<file path="src/rtl/lfsr_offset_finder.sv">
// Locates a captured LFSR word by replaying the generator's Fibonacci LFSR from a seed,
// one step per clock, and reports how many steps it took (or a timeout at MAX_ITER).
module lfsr_offset_finder #(
  parameter int WIDTH    = 17,
  parameter int MAX_ITER = 131071
) (
  input  logic             clk_72MHz,
  input  logic             rst_n,
  input  logic [WIDTH-1:0] polynomial,
  input  logic [WIDTH-1:0] start_data,
  input  logic [WIDTH-1:0] target,
  input  logic             start,
  output logic             busy,
  output logic             done,
  output logic             found,
  output logic [WIDTH-1:0] iteration_number
);

  typedef enum logic [1:0] {
    IDLE   = 2'd0,
    LOAD   = 2'd1,
    SEARCH = 2'd2
  } state_t;

  localparam logic [WIDTH-1:0] ZERO_W   = {WIDTH{1'b0}};
  localparam logic [WIDTH-1:0] ONE_W    = {{(WIDTH-1){1'b0}}, 1'b1};
  localparam logic [WIDTH-1:0] LAST_CNT = WIDTH'(MAX_ITER - 1);
  localparam logic [WIDTH-1:0] MAX_CNT  = WIDTH'(MAX_ITER);

  // Same step rule as the sequence generator, so offsets line up with its iterations.
  function automatic logic [WIDTH-1:0] lfsr_step(input logic [WIDTH-1:0] v,
                                                 input logic [WIDTH-1:0] p);
    return {v[WIDTH-2:0], ^(v & p)};
  endfunction

  state_t           state_r, state_s;
  logic [WIDTH-1:0] poly_r, poly_s;
  logic [WIDTH-1:0] seed_r, seed_s;
  logic [WIDTH-1:0] target_r, target_s;
  logic [WIDTH-1:0] value_r, value_s;
  logic [WIDTH-1:0] count_r, count_s;
  logic [WIDTH-1:0] iter_r, iter_s;
  logic             busy_r, busy_s;
  logic             done_r, done_s;
  logic             found_r, found_s;

  // Next-state and next-value logic for the search sequencer.
  always_comb begin
    state_s  = state_r;
    poly_s   = poly_r;
    seed_s   = seed_r;
    target_s = target_r;
    value_s  = value_r;
    count_s  = count_r;
    iter_s   = iter_r;
    busy_s   = busy_r;
    found_s  = found_r;
    done_s   = 1'b0;
    case (state_r)
      IDLE: begin
        if (start) begin
          poly_s   = polynomial;
          seed_s   = start_data;
          target_s = target;
          busy_s   = 1'b1;
          state_s  = LOAD;
        end else begin
          state_s  = IDLE;
        end
      end
      LOAD: begin
        value_s = seed_r;
        count_s = ZERO_W;
        state_s = SEARCH;
      end
      SEARCH: begin
        if (value_r == target_r) begin
          found_s = 1'b1;
          iter_s  = count_r;
          done_s  = 1'b1;
          busy_s  = 1'b0;
          state_s = IDLE;
        end else if (count_r == LAST_CNT) begin
          found_s = 1'b0;
          iter_s  = MAX_CNT;
          done_s  = 1'b1;
          busy_s  = 1'b0;
          state_s = IDLE;
        end else begin
          value_s = lfsr_step(value_r, poly_r);
          count_s = count_r + ONE_W;
        end
      end
      default: begin
        busy_s  = 1'b0;
        state_s = IDLE;
      end
    endcase
  end

  // State and datapath registers; reset clears everything and aborts a running search.
  always_ff @(posedge clk_72MHz) begin
    if (!rst_n) begin
      state_r  <= IDLE;
      poly_r   <= ZERO_W;
      seed_r   <= ZERO_W;
      target_r <= ZERO_W;
      value_r  <= ZERO_W;
      count_r  <= ZERO_W;
      iter_r   <= ZERO_W;
      busy_r   <= 1'b0;
      done_r   <= 1'b0;
      found_r  <= 1'b0;
    end else begin
      state_r  <= state_s;
      poly_r   <= poly_s;
      seed_r   <= seed_s;
      target_r <= target_s;
      value_r  <= value_s;
      count_r  <= count_s;
      iter_r   <= iter_s;
      busy_r   <= busy_s;
      done_r   <= done_s;
      found_r  <= found_s;
    end
  end

  assign busy             = busy_r;
  assign done             = done_r;
  assign found            = found_r;
  assign iteration_number = iter_r;

endmodule

</file>
<file path="config.mk">
export PLATFORM = sky130hd
export DESIGN_NAME = lfsr_offset_finder
export DESIGN_NICKNAME = d
export VERILOG_FILES = /design/src/rtl/lfsr_offset_finder.sv
export SDC_FILE = /design/constraint.sdc
export NUM_CORES = 1
export LEC_CHECK = 0
export CAP_MARGIN = 20
export CORE_MARGIN = 2
export CORE_UTILIZATION = 30
export CTS_CLUSTER_DIAMETER = 50
export CTS_CLUSTER_SIZE = 14
export DETAILED_ROUTE_END_ITERATION = 10
export SLEW_MARGIN = 20
export SYNTH_ARGS = -nofsm -noshare
export SYNTH_HDL_FRONTEND = slang
export SYNTH_SLANG_ARGS = --single-unit
</file>
<file path="constraint.sdc">
create_clock -name clk_72MHz -period 2.96 [get_ports clk_72MHz]
set_clock_uncertainty 0.1 [all_clocks]
set_input_delay 0.592 -clock clk_72MHz [delete_from_list [all_inputs] [get_ports clk_72MHz]]
set_output_delay 0.592 -clock clk_72MHz [all_outputs]
set_load 0.03 [all_outputs]
</file>
# Word level (Yosys, flattened, before mapping)
# Cells that the tools add are included.
[totals]
reg_bits = 107
wordCells = 49
output_inout_bits = 20
[op_classes]
mux = 19
n_addsub = 1
eq_ne = 8
bitwise = 2
n_reduce_logical = 9
[ops]
columns = ["op", "count"]
rows = [
  ["$mux W17", 6],
  ["$pmux W17 S2", 2],
  ["$add A17 B1 Y17 const B", 1],
  ["$and A17 B17 Y17", 1],
  ["$eq A17 B17 Y1", 1],
  ["$eq A17 B17 Y1 const B", 1],
  ["$reduce_xor A17 Y1", 1],
  ["$mux W1", 7],
  ["$ne A2 B2 Y1 const B", 3],
  ["$pmux W2 S3", 1],
  ["$reduce_and A2 Y1", 3],
  ["$reduce_and A3 Y1", 2],
  ["$mux W2", 2],
  ["$reduce_bool A2 Y1", 2],
  ["$ne A3 B3 Y1 const B", 1],
  ["$pmux W1 S3", 1],
  ["$eq A2 B1 Y1 const B", 1],
  ["$eq A2 B2 Y1 const B", 1],
  ["$logic_not A2 Y1", 1],
  ["$not A1 Y1", 1],
]

# Longest topological paths before layout
[depth]
ltp_word = 5
mapped_depth = 9

# Worst setup path after synthesis
# Ideal clock, no wire load.
[synth_timing]
path_type = "register -> register"
from = "register count_r[4]"
to = "register count_r[5]"
slack_ns = 0.996
stages_incl_launch_ff = 9
n_path_buf = 1
t_required_ns = 2.736
t_arrival_ns = 1.740
path_cell_list = "dfxtp_1 and4_2 nand3_4 o31ai_4 o21ba_4 buf_6 o2111ai_1 xor2_1 nor2_1"
[synth_via]
elab_chain_cells = 4
word_cells_on_any_way = 7
classes_between = "1 x add/sub; 2 x eq/ne; 3 x mux; 1 x reduce/logical"
[synth_lines]
columns = ["item", "line", "rtl"]
rows = [
  ["from (decl)", "41", "logic [WIDTH-1:0] count_r, count_s;"],
  ["from (signal assigned)", "120", "count_r <= count_s;"],
  ["$add A17 B1 Y17", "91", "count_s = count_r + ONE_W;"],
  ["$mux W17", "83", "end else if (count_r == LAST_CNT) begin"],
  ["$mux W17", "77", "if (value_r == target_r) begin"],
  ["$pmux W17 S2", "59", "case (state_r)"],
]
# Parallel ways exist; a longest one is shown, timed or not. The select of a mux whose other input is x is not followed.
# A chain may end at the register's enable or synchronous reset.

# Worst setup path after layout
[layout_timing]
from = "register value_r[8]"
to = "register found_r, in the netlist found"
[layout_via]
elab_chain_cells = 3
word_cells_on_any_way = 4
classes_between = "1 x eq/ne; 1 x mux; 2 x reduce/logical"
[layout_lines]
columns = ["item", "line", "rtl"]
rows = [
  ["from (decl)", "40", "logic [WIDTH-1:0] value_r, value_s;"],
  ["from (signal assigned)", "119", "value_r <= value_s;"],
  ["$eq A17 B17 Y1 (*)", "77", ""],
  ["$reduce_bool A2 Y1 (no source line)", "n/a", ""],
  ["$reduce_and A2 Y1 (no source line)", "n/a", ""],
  ["to (signal assigned)", "124", "found_r <= found_s;"],
  ["to (decl)", "45", "logic found_r, found_s;"],
]
# Mark *: on every way between the ends. The rest lies on a longest branch, timed or not.

==> out/metrics.yaml <==
power:
  switching_power_w: 0.000841
  switching_share_pct: 25.9
  p_per_area_nw_per_um2: 569
  ir_worst_vdd_v: 0.000394
  power_frac_seq_pct: 49.1
  power_frac_comb_pct: 13.0
  power.internal_w: 0.00240
  p_leak_nw: 2.03
  clockPowerShare_pct: 37.9
detailed_routing:
  via_per_inst: 4.83
  wl_um: 11100
  drt_iter0_markers: 158
  first_pass_iters: 4
  vias: 3674
  drc: 0
  post_drt_wl_per_cell_um: 14.6
  ant_nets: 0
setup_path:
  crit_path_start_kind: "flip-flop"
  crit_family: "simple AND/OR/NAND/NOR gates"
  cp_max_fo: 19
  required_ns: 3.06
  cpMaxStageDelayCell: "o21a_1"
  r2r-end: "found"
  crit_chain: "xor2_1 > nor4_1 > nand4_1 > nor2_1 > o21a_1 > nand2b_1 > a21oi_1"
  path_class: "flip-flop to flip-flop"
  crit_arrival_ns: 2.51
  end_kind: "flip-flop"
  cpPeakStageDelay_ns: 0.60
  worstReg2RegStart: "value_r[8]"
  worst-r2r-cell-count: 7
  crit_buf_inv: 0
  rrSetupSlack_ns: 0.55
  cp_num_cells: 7
timing:
  finalSetupTns_ns: 0
  hold_viol: 0
  rsz0062_at_grt: "false"
  maxSlewViolCount: 0
  finalSetupViolCount: 0
  period_share_pct: 81.4
  slew_headroom_pct: 55.6
  worstMarginPinSlew_ns: 0.664
  period_minus_slack_ns: 2.41
  max_freq_mhz: 415
clock_tree:
  postCtsHoldBufs: 0
  htree_levels: 3
  cts_root_buffer: "clkbuf_16"
  clock_path_buffers: 2
  clock_sinks: 107
  post-cts-setup-buffers: 0
  cts_tree: "yes"
  clock_latency_ns: 0.35
  numCtsBuffers: 9
  cts.repair.resized: 0
  clk_pin_slew_ns: 0.07
hold_path:
  hold_path_end: "seed_r[11]"
  hold_path_depth: 2
  hold_class: "flip-flop to flip-flop"
  hold_start: "seed_r[11]"
place:
  io_buffers: 73
  gp_congestion: 0.832
  placedCellCount: 744
  dp_hpwl_um: 8120
synth:
  seq_area_frac_synth_pct: 47.5
  avgSynthCellArea_um2: 8.76
  synth_top_family_by_area: "simple AND/OR/NAND/NOR gates"
  async_flop_share_pct: 0
  yosys_most_used_dff: "dfxtp_1"
  ys_ff_latch: 107
  synth_top_area_share_pct: 47.5
  synth_mux_area_share_pct: 4.50
  synth_adder_area_share_pct: 0.555
  synthDistinctLibCells: 43
  yosys.area.top_type: "dfxtp_1"
  synth_xor_area_share_pct: 8.27
  synth_edf_count: 0
  synth_fp_nets: 571
  synth_compound_area_share_pct: 17.0
  yosysWarnings: 0
  synth_cells: 515
  yosysMostFrequentCell: "nand2_1"
  synth-simple-area-share_pct: 18.6
  ys_top_cells_by_count: "nand2_1, dfxtp_1, a21oi_1"
  synthTopCellsByArea: "dfxtp_1, nand2_1, a21oi_1"
  syn_area_um2: 4510
floorplanning:
  fp-row-count: 44
  dieArea_um2: 16000
  die_w_um: 127
  start_util_pct: 30.9
  ios: 74
  die_h_um: 127
  core_um2: 14600
layout:
  fin_cells: 760
  nNetsFinal: 627
  antennaDiodeCount: 0
  final_layout_size_suffix_gt1_share_pct: 9.20
  syn_to_final_growth_pct: 26.4
status:
  outcome: "completed"
grt:
  overflow: 0
  grt_pass1_vias: 3636
  antenna_found_initial: 0
  grt_pass1_wl_um: 18300
  grt_max_degree: 53
  grt_usage_pct: 14.5
run:
  drv_cap: 0
-- tightest hold or removal path, delay by kind of cell (launching register included) --
family / cells / cell delay, ns
compound gates: 1 / 0.05
flops: 1 / 0.32
simple gates: 1 / 0.05
-- worst max path at each step --
stage / from / endpoint / slack (ns)
6_report: value_r[8] / found / 0.55
5_1_grt: target_r[13] / found / 0.30
4_1_cts: value_r[8] / found / 0.55
3_5_place_dp: value_r[8] / found / 0.56
3_3_place_gp: value_r[13] / found / 0.63
2_1_floorplan: count_r[4] / count_r[5] / 1.0
-- through the flow --
stage | area [um2] | power, W | hold slack [ns] | worst slack (ns) | util, %
after floorplan | 4510 | 0.00188 | 0.336 | 0.996 | -
after global placement | 5390 | 0.00205 | 0.352 | 0.627 | 36.9
after detailed placement | 5390 | 0.00205 | 0.354 | 0.564 | 36.9
after CTS | 5700 | 0.00328 | 0.364 | 0.546 | 39.1
after global routing | 5700 | 0.00339 | 0.386 | 0.300 | 39.1
final | 5700 | 0.00325 | 0.365 | 0.550 | 39.1
-- sequential cells by signal (all words and copies together), names as in the netlist --
name / flops
busy: 1
count_r: 17
done: 1
found: 1
iteration_number: 17
poly_r: 17
seed_r: 17
state_r: 2
target_r: 17
value_r: 17
-- kinds of logic (layout without fill, tap and decap cells) --
family	after synthesis	after routing
AOI/OAI and AO/OA	108	108
xor gates and xnor gates	41	41
adders and majority gates	2	2
buffers and inverters	37	98
DFF	107	107
muxes	20	20
and+or+nand+nor	200	200
-- routing by layer --
metal | track usage (%) | up-vias | part of all wire, %
met1 | 18.4 | 1701 | 47
met4 | 4.14 | 0 | 1.2
met3 | 3.46 | 10 | 4.8
met2 | 24.4 | 86 | 47
li1 | - | 1877 | -
met5 | 0 | - | 0
-- cells in the final DEF, fill, tap and decap left out, drive strengths merged, types with 6 or more instances in the layout --
cell type,synthesis,layout
nand2,130,130
dfxtp,107,107
clkdlybuf4s50,0,73
a21oi,55,55
nor2,39,39
xor2,25,25
mux2i,18,18
o221a,18,18
a211oi,16,16
xnor2,15,15
clkbuf,23,10
nand3,9,9
buf,11,6
-- power groups by stage --
stage               Combinational, W  Clock, W  Sequential [W]
global route                0.000469   0.00132         0.00161
detailed placement          0.000424         0         0.00163
global placement            0.000422         0         0.00163
finish                      0.000421   0.00123         0.00159
CTS                         0.000426   0.00126         0.00160
floorplan                   0.000275         0         0.00161
-- cell type report --
type / instances / area (um2)
inverter: 3 / 11.3
fill: 1466 / 8890
tap: 184 / 230
clock inverter: 6 / 71.3
sequential: 107 / 2140
multi-input combinational: 371 / 2210
timing repair buffer: 79 / 801
clock buffer: 10 / 239
Note: power is estimated with default switching activity, not from simulation.
